**src/rtl/tube_pkg.sv**
```systemverilog
// Shared constants for the tube scanner: digit positions and 7-segment codes.
package tube_pkg;

  localparam logic [2:0] DIG_SEC_ONES  = 3'd0;
  localparam logic [2:0] DIG_SEC_TENS  = 3'd1;
  localparam logic [2:0] DIG_MIN_ONES  = 3'd2;
  localparam logic [2:0] DIG_MIN_TENS  = 3'd3;
  localparam logic [2:0] DIG_HOUR_ONES = 3'd4;
  localparam logic [2:0] DIG_HOUR_TENS = 3'd5;

  // Segment g alone: shown on both digits of an out-of-range value.
  localparam logic [6:0] SEG_DASH = 7'h40;

  // Segment code table, bit order g..a, active-high.
  function automatic logic [6:0] seg_encode(input logic [3:0] bcd);
    logic [6:0] seg;
    case (bcd)
      4'd0:    seg = 7'h3F;
      4'd1:    seg = 7'h06;
      4'd2:    seg = 7'h5B;
      4'd3:    seg = 7'h4F;
      4'd4:    seg = 7'h66;
      4'd5:    seg = 7'h6D;
      4'd6:    seg = 7'h7D;
      4'd7:    seg = 7'h07;
      4'd8:    seg = 7'h7F;
      4'd9:    seg = 7'h6F;
      default: seg = SEG_DASH;
    endcase
    return seg;
  endfunction

endpackage

```
**src/rtl/bin2bcd7.sv**
```systemverilog
// Combinational 7-bit binary to two BCD digits, with an out-of-range flag.
module bin2bcd7 (
  input  logic [6:0] bin,
  output logic [3:0] tens,
  output logic [3:0] ones,
  output logic       over99
);

  // Tens by threshold compare, ones as the remainder; both are don't-care above 99.
  always_comb begin
    tens = 4'd0;
    for (int i = 1; i <= 9; i++) begin
      if (bin >= 7'(10 * i)) tens = 4'(i);
    end
    ones   = 4'(bin - 7'(tens) * 7'd10);
    over99 = bin > 7'd99;
  end

endmodule

```
**src/rtl/tube_scanner.sv**
```systemverilog
// Multiplexed 6-digit nixie/7-seg scanner for seconds, minutes and hours,
// with frame-coherent snapshots and blinking of the fields being set.
module tube_scanner
  import tube_pkg::*;
#(
  parameter int SCAN_DIV     = 50000,
  parameter int BLINK_FRAMES = 64
) (
  input  logic        clk,
  input  logic        rst,
  input  logic [6:0]  sec_count,
  input  logic [6:0]  min_count,
  input  logic [6:0]  hour_count,
  input  logic        is_manual_set,
  output logic [10:0] tube_11bit
);

  localparam int PW = (SCAN_DIV > 1) ? $clog2(SCAN_DIV) : 1;
  localparam int FW = $clog2(BLINK_FRAMES + 1);
  localparam logic [PW-1:0] PRESC_LAST = PW'(SCAN_DIV - 1);
  localparam logic [FW-1:0] FRAME_LAST = FW'(BLINK_FRAMES - 1);

  logic [PW-1:0] presc;
  logic [2:0]    dig_idx, dig_next;
  logic [FW-1:0] frame_cnt, frame_cnt_next;
  logic          blink, blink_next, manual_q;
  logic [6:0]    snap_sec, snap_min, snap_hour;
  logic [6:0]    nsnap_sec, nsnap_min, nsnap_hour;
  logic          scan_tick, frame_start, manual_rise;
  logic [6:0]    sel_val;
  logic [3:0]    bcd_tens, bcd_ones;
  logic          bcd_over99;
  logic [6:0]    seg;
  logic          dp, blank;
  logic [10:0]   tube_next;

  assign scan_tick   = (presc == PRESC_LAST);
  assign dig_next    = (dig_idx == DIG_HOUR_TENS) ? DIG_SEC_ONES : dig_idx + 3'd1;
  assign frame_start = scan_tick && (dig_idx == DIG_HOUR_TENS);
  assign manual_rise = is_manual_set && !manual_q;

  // Snapshot reloads at frame start so digit 0 already shows the fresh value.
  always_comb begin
    nsnap_sec  = snap_sec;
    nsnap_min  = snap_min;
    nsnap_hour = snap_hour;
    if (frame_start) begin
      nsnap_sec  = sec_count;
      nsnap_min  = min_count;
      nsnap_hour = hour_count;
    end
  end

  // Pick the snapshot field belonging to the digit about to be shown.
  always_comb begin
    case (dig_next)
      DIG_SEC_ONES, DIG_SEC_TENS: sel_val = nsnap_sec;
      DIG_MIN_ONES, DIG_MIN_TENS: sel_val = nsnap_min;
      default:                    sel_val = nsnap_hour;
    endcase
  end

  bin2bcd7 u_bin2bcd7 (
    .bin    (sel_val),
    .tens   (bcd_tens),
    .ones   (bcd_ones),
    .over99 (bcd_over99)
  );

  // Blink phase: toggles every BLINK_FRAMES frames; a new set session restarts visible.
  always_comb begin
    frame_cnt_next = frame_cnt;
    blink_next     = blink;
    if (manual_rise) begin
      frame_cnt_next = '0;
      blink_next     = 1'b0;
    end else if (frame_start) begin
      if (frame_cnt >= FRAME_LAST) begin
        frame_cnt_next = '0;
        blink_next     = ~blink;
      end else begin
        frame_cnt_next = frame_cnt + FW'(1);
      end
    end
  end

  // Assemble the next tube word; odd indices are tens digits.
  always_comb begin
    if (bcd_over99)       seg = SEG_DASH;
    else if (dig_next[0]) seg = seg_encode(bcd_tens);
    else                  seg = seg_encode(bcd_ones);
    dp        = (dig_next == DIG_MIN_ONES) || (dig_next == DIG_HOUR_ONES);
    blank     = is_manual_set && blink_next && (dig_next >= DIG_MIN_ONES);
    tube_next = blank ? {dig_next, 8'h00} : {dig_next, dp, seg};
  end

  // Prescaler, digit index and display register; display moves only on a scan tick.
  always_ff @(posedge clk or negedge rst) begin
    if (!rst) begin
      presc      <= '0;
      dig_idx    <= DIG_SEC_ONES;
      tube_11bit <= 11'h000;
    end else begin
      presc <= scan_tick ? '0 : presc + PW'(1);
      if (scan_tick) begin
        dig_idx    <= dig_next;
        tube_11bit <= tube_next;
      end
    end
  end

  // Snapshot, frame counter, blink phase and set-mode edge detector.
  always_ff @(posedge clk or negedge rst) begin
    if (!rst) begin
      snap_sec  <= '0;
      snap_min  <= '0;
      snap_hour <= '0;
      frame_cnt <= '0;
      blink     <= 1'b0;
      manual_q  <= 1'b0;
    end else begin
      snap_sec  <= nsnap_sec;
      snap_min  <= nsnap_min;
      snap_hour <= nsnap_hour;
      frame_cnt <= frame_cnt_next;
      blink     <= blink_next;
      manual_q  <= is_manual_set;
    end
  end

endmodule

```
**config.mk**
```make
export PLATFORM = sky130hd
export DESIGN_NAME = tube_scanner
export DESIGN_NICKNAME = d
export VERILOG_FILES = /design/src/rtl/tube_pkg.sv /design/src/rtl/bin2bcd7.sv /design/src/rtl/tube_scanner.sv
export SDC_FILE = /design/constraint.sdc
export NUM_CORES = 1
export LEC_CHECK = 0
export ABC_AREA = 1
export CAP_MARGIN = 10
export CORE_AREA = 2 2 73 109
export CTS_BUF_LIST = sky130_fd_sc_hd__clkbuf_4 sky130_fd_sc_hd__clkbuf_8 sky130_fd_sc_hd__clkbuf_16
export CTS_CLUSTER_DIAMETER = 50
export DETAILED_ROUTE_END_ITERATION = 8
export DIE_AREA = 0 0 75 111
export PLACE_DENSITY = 0.72
export SYNTH_ARGS = -nofsm -noshare
export SYNTH_HDL_FRONTEND = slang
export SYNTH_SLANG_ARGS = --single-unit
```
**constraint.sdc**
```tcl
create_clock -name clk -period 3.85 [get_ports clk]
set_input_delay 0.385 -clock clk [delete_from_list [all_inputs] [get_ports clk]]
set_output_delay 0.385 -clock clk [all_outputs]
set_load 0.02 [all_outputs]
```
### Word level (Yosys, flattened, before mapping)

Memory sizes are Yosys's and may differ from the RTL's.
Index checks and enable logic that the tools add are counted.

* register bits after elaboration: 60
* ROM bits: 224
* input port bits: 24
* output and inout bits: 11
* logic and storage cells: 69
* memories: 2

Memory list
* (no name shown): depth 16, bits a word 7, rd ports 1, clocked after memory_dff 0, write ports 0, line tube_pkg.sv:17 `case (bcd)`
* (no name shown): depth 16, bits a word 7, rd ports 1, clocked after memory_dff 0, write ports 0, line tube_pkg.sv:17

* add/sub/neg operators: 4
* $mul: 1
* magnitude comparators: 12
* equal/unequal tests: 6
* multiplexer cells: 24
* bitwise gates (word level): 1
* reductions and logical operators: 10

Operators by type and width (number)
* two-way mux 7 bit: 8
* greater-or-equal comparator 7 x 6 -> 1 bit (second input constant): 4
* greater-or-equal comparator 7 bit (second input constant): 3
* adder 16 x 1 -> 16 bit (second input constant): 1
* == test 16 bit (second input constant): 1
* two-way mux 16 bit: 1
* two-way mux 3 bit: 5
* greater-or-equal comparator 7 x 5 -> 1 bit (second input constant): 2
* case mux 7 bit (2 select lines): 1
* two-way mux 4 bit: 2
* two-way mux 8 bit: 1
* adder 7 x 1 -> 7 bit (second input constant): 1
* greater-or-equal comparator 7 x 4 -> 1 bit (second input constant): 1
* > comparator 7 bit (second input constant): 1
* == test 3 x 2 -> 1 bit (second input constant): 2
* == test 3 bit (second input constant): 2
* logical AND 1 bit: 4
* multiplier 4 x 3 -> 3 bit (second input constant): 1
* two-way mux 1 bit: 4
* two-way mux 2 bit: 2
* OR reduction 2 bit: 2
* subtractor 4 bit: 1
* adder 3 x 1 -> 3 bit (second input constant): 1
* == test 3 x 1 -> 1 bit (second input constant): 1
* other kinds (6): 6

### Longest topological paths before layout

An unclocked memory read counts as a cell.

* depth after elaboration: 21
* gate-level depth with buffers: 32
* mapped depth without buffers: 30

### Cells and area by module

From an unflattened synthesis, not the netlist that was laid out.

* cell total of the unflattened synthesis: 478
* area total of the unflattened synthesis: 3578.4 um2

By module, submodules not included
* tube_scanner: times used 1, cells each 424, area each 3288.2 um2, sequential area each 1426.4 um2
* bin2bcd7: times used 1, cells each 54, area each 290.3 um2, sequential area each 0.0 um2

### Worst setup path before layout

OpenSTA, ideal clock, no wires.

* path kind: register to register
* start point: register tube_11bit[8] (netlist name)
* end point: register tube_11bit[3]
* library setup time: 116 ps
* arrival: 3537 ps
* required time: 3734 ps
* path slack: 196 ps
* cell stages (with the launch flop): 31
* buffers on the path: 3
* period minus slack after synthesis: 3654 ps
* path through: dfrtp_1 > buf_4 > inv_2 > buf_6 > nor2_1 > o21ai_2 > nand2_1 > inv_2 > nand3_1 > nand3_2 > nand2_2 > nor2_1 > nand2_1 > nand2_1 > nand2_1 > nand2_1 > nand2_1 > nand2_1 > nand2_1 > nand2_2 > nand2_4 > ha_1 > fa_1 > clkbuf_1 > nand2_1 > o21ai_0 > nand3_1 > nand2_1 > nand2_1 > nand2_1 > nand2_1

RTL lines
* to (signal assigned): line tube_scanner.sv:107 `tube_11bit <= tube_next;`
* to (decl): line tube_scanner.sv:15 `output logic [10:0] tube_11bit`

### Worst setup path in the final report

* start point: register presc[13]
* end point: register tube_11bit[4]

* longest elaborated chain between the ends: 20
* elaborated cells between the ends (all ways): 36
* classes of those cells: add/sub (1); mul (1); order compare (10); eq/ne (1); mux (18); reduce/logical (3); memory (2)

Ends and longest elaborated chain
* from (decl): line tube_scanner.sv:23 `logic [PW-1:0] presc;`
* from (signal assigned): line tube_scanner.sv:104 `presc <= scan_tick ? '0 : presc + PW'(1);`
* == test 16 bit (*): line tube_scanner.sv:37 `assign scan_tick = (presc == PRESC_LAST);`
* logical AND 1 bit: line tube_scanner.sv:39 `assign frame_start = scan_tick && (dig_idx == DIG_HOUR_TENS);`
* two-way mux 7 bit: line tube_scanner.sv:47 `if (frame_start) begin`
* case mux 7 bit (2 select lines): line tube_scanner.sv:56 `case (dig_next)`
* greater-or-equal comparator 7 x 4 -> 1 bit: line bin2bcd7.sv:13 `if (bin >= 7'(10 * i)) tens = 4'(i);`
* two-way mux 1 bit: line bin2bcd7.sv:13
* two-way mux 2 bit (2 in series): line bin2bcd7.sv:13
* two-way mux 3 bit (4 in series): line bin2bcd7.sv:13
* two-way mux 4 bit (2 in series): line bin2bcd7.sv:13
* multiplier 4 x 3 -> 3 bit: line bin2bcd7.sv:15 `ones = 4'(bin - 7'(tens) * 7'd10);`
* subtractor 4 bit: line bin2bcd7.sv:15
* memory read (16 x 7 bit)
* two-way mux 7 bit: line tube_scanner.sv:90 `else if (dig_next[0]) seg = seg_encode(bcd_tens);`
* two-way mux 7 bit: line tube_scanner.sv:89 `if (bcd_over99) seg = SEG_DASH;`
* two-way mux 8 bit: line tube_scanner.sv:94 `tube_next = blank ? {dig_next, 8'h00} : {dig_next, dp, seg};`

Every way passes the cells marked *; elsewhere a longest branch is shown, timed or not.
A chain may end at the register's enable or synchronous reset.

==> flow_metrics.tcl <==
set metrics [dict create \
    cts_buffers 9 \
    via_count 3487 \
    n_antenna_cell 0 \
    p_leak_nw 2.44 \
    tightest_slew_ps 837 \
    crit_required_ps 4130 \
    track_usage 0.234 \
    max_slew_margin 0.442 \
    fin_nets 604 \
    cts_tree "built" \
    drtIter0Drc 321 \
    htreeDepth 3 \
    rows 39 \
    hold_viol 0 \
    die_y_um 111 \
    ys_seq_elements 57 \
    start_util 0.481 \
    netlist_area_um2 3590 \
    core_um2 7470 \
    layout_common_cells "142 x nand2_1, 56 x inv_1, 53 x dfrtp_1, 34 x buf_4, 33 x clkdlybuf4s50_1" \
    syn_area_per_cell_um2 7.45 \
    firstDrtPassIters 4 \
    viasPerCell 5.19 \
    cts-root-buf "clkbuf_16" \
    die_area_um2 8330 \
    grt_max_degree 36 \
    grt_pass1_vias 3389 \
    final_cell_area_um2 4930 \
    clock_sinks 57 \
    fmaxAchievable_mhz 265 \
    critPathCaptureType "register" \
    crit_buf_inv 3 \
    finalSetupViolCount 0 \
    synth.net_count 521 \
    yosysSeqAreaShare 0.397 \
    area_growth_pct 37.3 \
    synth_flop_cell "dfrtp_1" \
    fillers 618 \
    wl_per_cell_um 14.5 \
    clock_skew_ps 7.06 \
    critical_path_class "reg2reg" \
    power.total_mw 1.46 \
    clk_pin_slew_ps 50 \
    wirelength_um 9720 \
    die_w_um 75 \
    ant_nets 0 \
    synthCells 482 \
    layout.cells.most_common "nand2_1" \
    cpPeakStageDelay_ps 700 \
    antenna_found_initial 0 \
    hold_buffers 0 \
    cts.path.max_buffers 2 \
    cp_slowest_cell "fa_2" \
    power_density_nw_per_um2 295 \
    synth_edf_count 0 \
    critPathMaxFanout 8 \
    startpoint_type "register" \
    post-route-min-period_ps 3780 \
    drc 0 \
    status "complete, no violations" \
    slew_viol_final 0 \
    cap_violations 0 \
    synth.distinct_cells 36 \
    period_share 0.981 \
    design.portCount 35 \
    rsz0062_at_grt "true" \
    hp-class "in2async" \
    grt-ovfl-total 0 \
    place_area_um2 4160 \
    ir_drop_v 0.000256 \
    insertion_delay_ps 340 \
    async_flop_share 1.00 \
    portBuffers 34 \
    hpwl_um 6620 \
    cp_top_family "simple AND/OR/NAND/NOR gates" \
    layout-drive-gt1-share 0.254 \
    gp_congestion 0.873 \
    grt_pass1_wl_um 14700 \
    fin_setup_tns_ps 0 \
    yosys_warnings 0 \
    crit_arrival_ps 4060 \
    cp_common_cell "nand2_1" \
]
==> cells in the mapped netlist, types with 2 or more instances <==
cell type	count	share of area
nand2_1	153	0.16
inv_1	58	0.061
dfrtp_1	57	0.40
nand3_1	40	0.056
nor2_1	40	0.042
nand4_1	18	0.031
a21oi_1	17	0.024
ha_1	14	0.049
o21ai_0	13	0.018
inv_2	8	0.0084
nor2_4	8	0.025
nand3_2	7	0.020
xor2_1	6	0.015
a31oi_1	5	0.0087
and2_1	4	0.0070
buf_6	3	0.0094
nand2_2	3	0.0052
nor2_2	3	0.0052
nor3_1	3	0.0042
o21a_1	3	0.0063
buf_4	2	0.0042
clkbuf_1	2	0.0021
o21ai_2	2	0.0049
==> kinds of logic after synthesis <==
kind of cell / count (synthesis) / share of synthesized area
flops: 57 / 0.397
fa+ha+maj: 15 / 0.0543
compound gates: 48 / 0.0808
simple gates: 282 / 0.367
xor+xnor: 6 / 0.0146
buf+inv: 74 / 0.0857
==> flip-flops by register name, indices dropped and copies added (netlist names) <==
name and count:
manual_q 1, snap_sec 7, presc 16, tube_11bit 11, blink 1, snap_min 7, snap_hour 7, frame_cnt 7
==> worst paths after layout <==
path	start	end	slack, ps	cells past startpoint
setup / recovery	presc[13]	tube_11bit[4]	70	25
hold / removal	rst	presc[0]	150	1
setup reg to reg	presc[13]	tube_11bit[4]	70	25
hold reg to reg	presc[15]	presc[15]	460	1
max in group asynchronous	rst	tube_11bit[7]	2860	2
min in group clk	presc[15]	presc[15]	460	1
==> cell type report <==
type,count,area [um^2],share of cell area
Sequential cell,57,1430,0.290
Timing Repair Buffer,78,712,0.144
Tap cell,102,128,0.0259
Multi-Input combinational cell,352,2110,0.427
Inverter,67,254,0.0515
Clock buffer,13,262,0.0530
Clock inverter,3,40.0,0.00812
==> worst reg2reg max path, stage by stage (launching register included) <==
cell and delay (ps):
dfrtp_1 410, nor2_2 130, nand2_2 100, nor2_4 230, nand3_4 170, buf_6 160
o211ai_4 200, nand3_4 160, buf_6 160, nand2_1 60, nor3_1 50, nor2_1 130
nand2_1 70, nand2_1 50, nand2_1 60, nand2_2 100, nand2_4 70, ha_4 170
fa_2 700, buf_6 130, nor2_1 30, a21oi_1 120, nand3_1 80, nand3_1 80
nand2_1 50, nand2_1 50
==> per-layer routing <==
layer / routed length, um / track usage / up-vias
li1: - / - / 1713
met1: 3770 / 0.256 / 1655
met2: 5270 / 0.401 / 89
met3: 375 / 0.0345 / 30
met4: 307 / 0.150 / 0
met5: 0 / 0 / -
==> per-stage QoR <==
step | utilization | hold slack (ps) | setup slack (ps) | std cells
after detailed placement | 0.557 | 456 | 15.5 | 632
after global placement | 0.557 | 443 | 86.2 | 632
after CTS | 0.602 | 176 | 17.4 | 653
final | 0.661 | 148 | 71.9 | 672
after floorplan | - | 89.4 | 196 | 482
after global routing | 0.661 | 219 | -245 | 672
==> power breakdown <==
group | switching (mW) | internal (mW) | total [mW] | leakage (nW)
Clock | 0.268 | 0.537 | 0.805 | 0.154
Sequential | 0.00119 | 0.603 | 0.604 | 0.667
Combinational | 0.0250 | 0.0234 | 0.0484 | 1.62
Total | 0.295 | 1.16 | 1.46 | 2.44
==> repair_timing <==
| action | 4_1_cts | 5_1_grt |
|---|---|---|
| buffers inserted | 5 | 18 |
| pin swaps | 0 | 37 |
| hold endpoints to repair | 0 | 0 |
| cloned | 0 | 1 |
| resized for setup | 0 | 72 |
| setup endpoints to repair | 1 | 7 |
(Power assumes the default switching activity.)
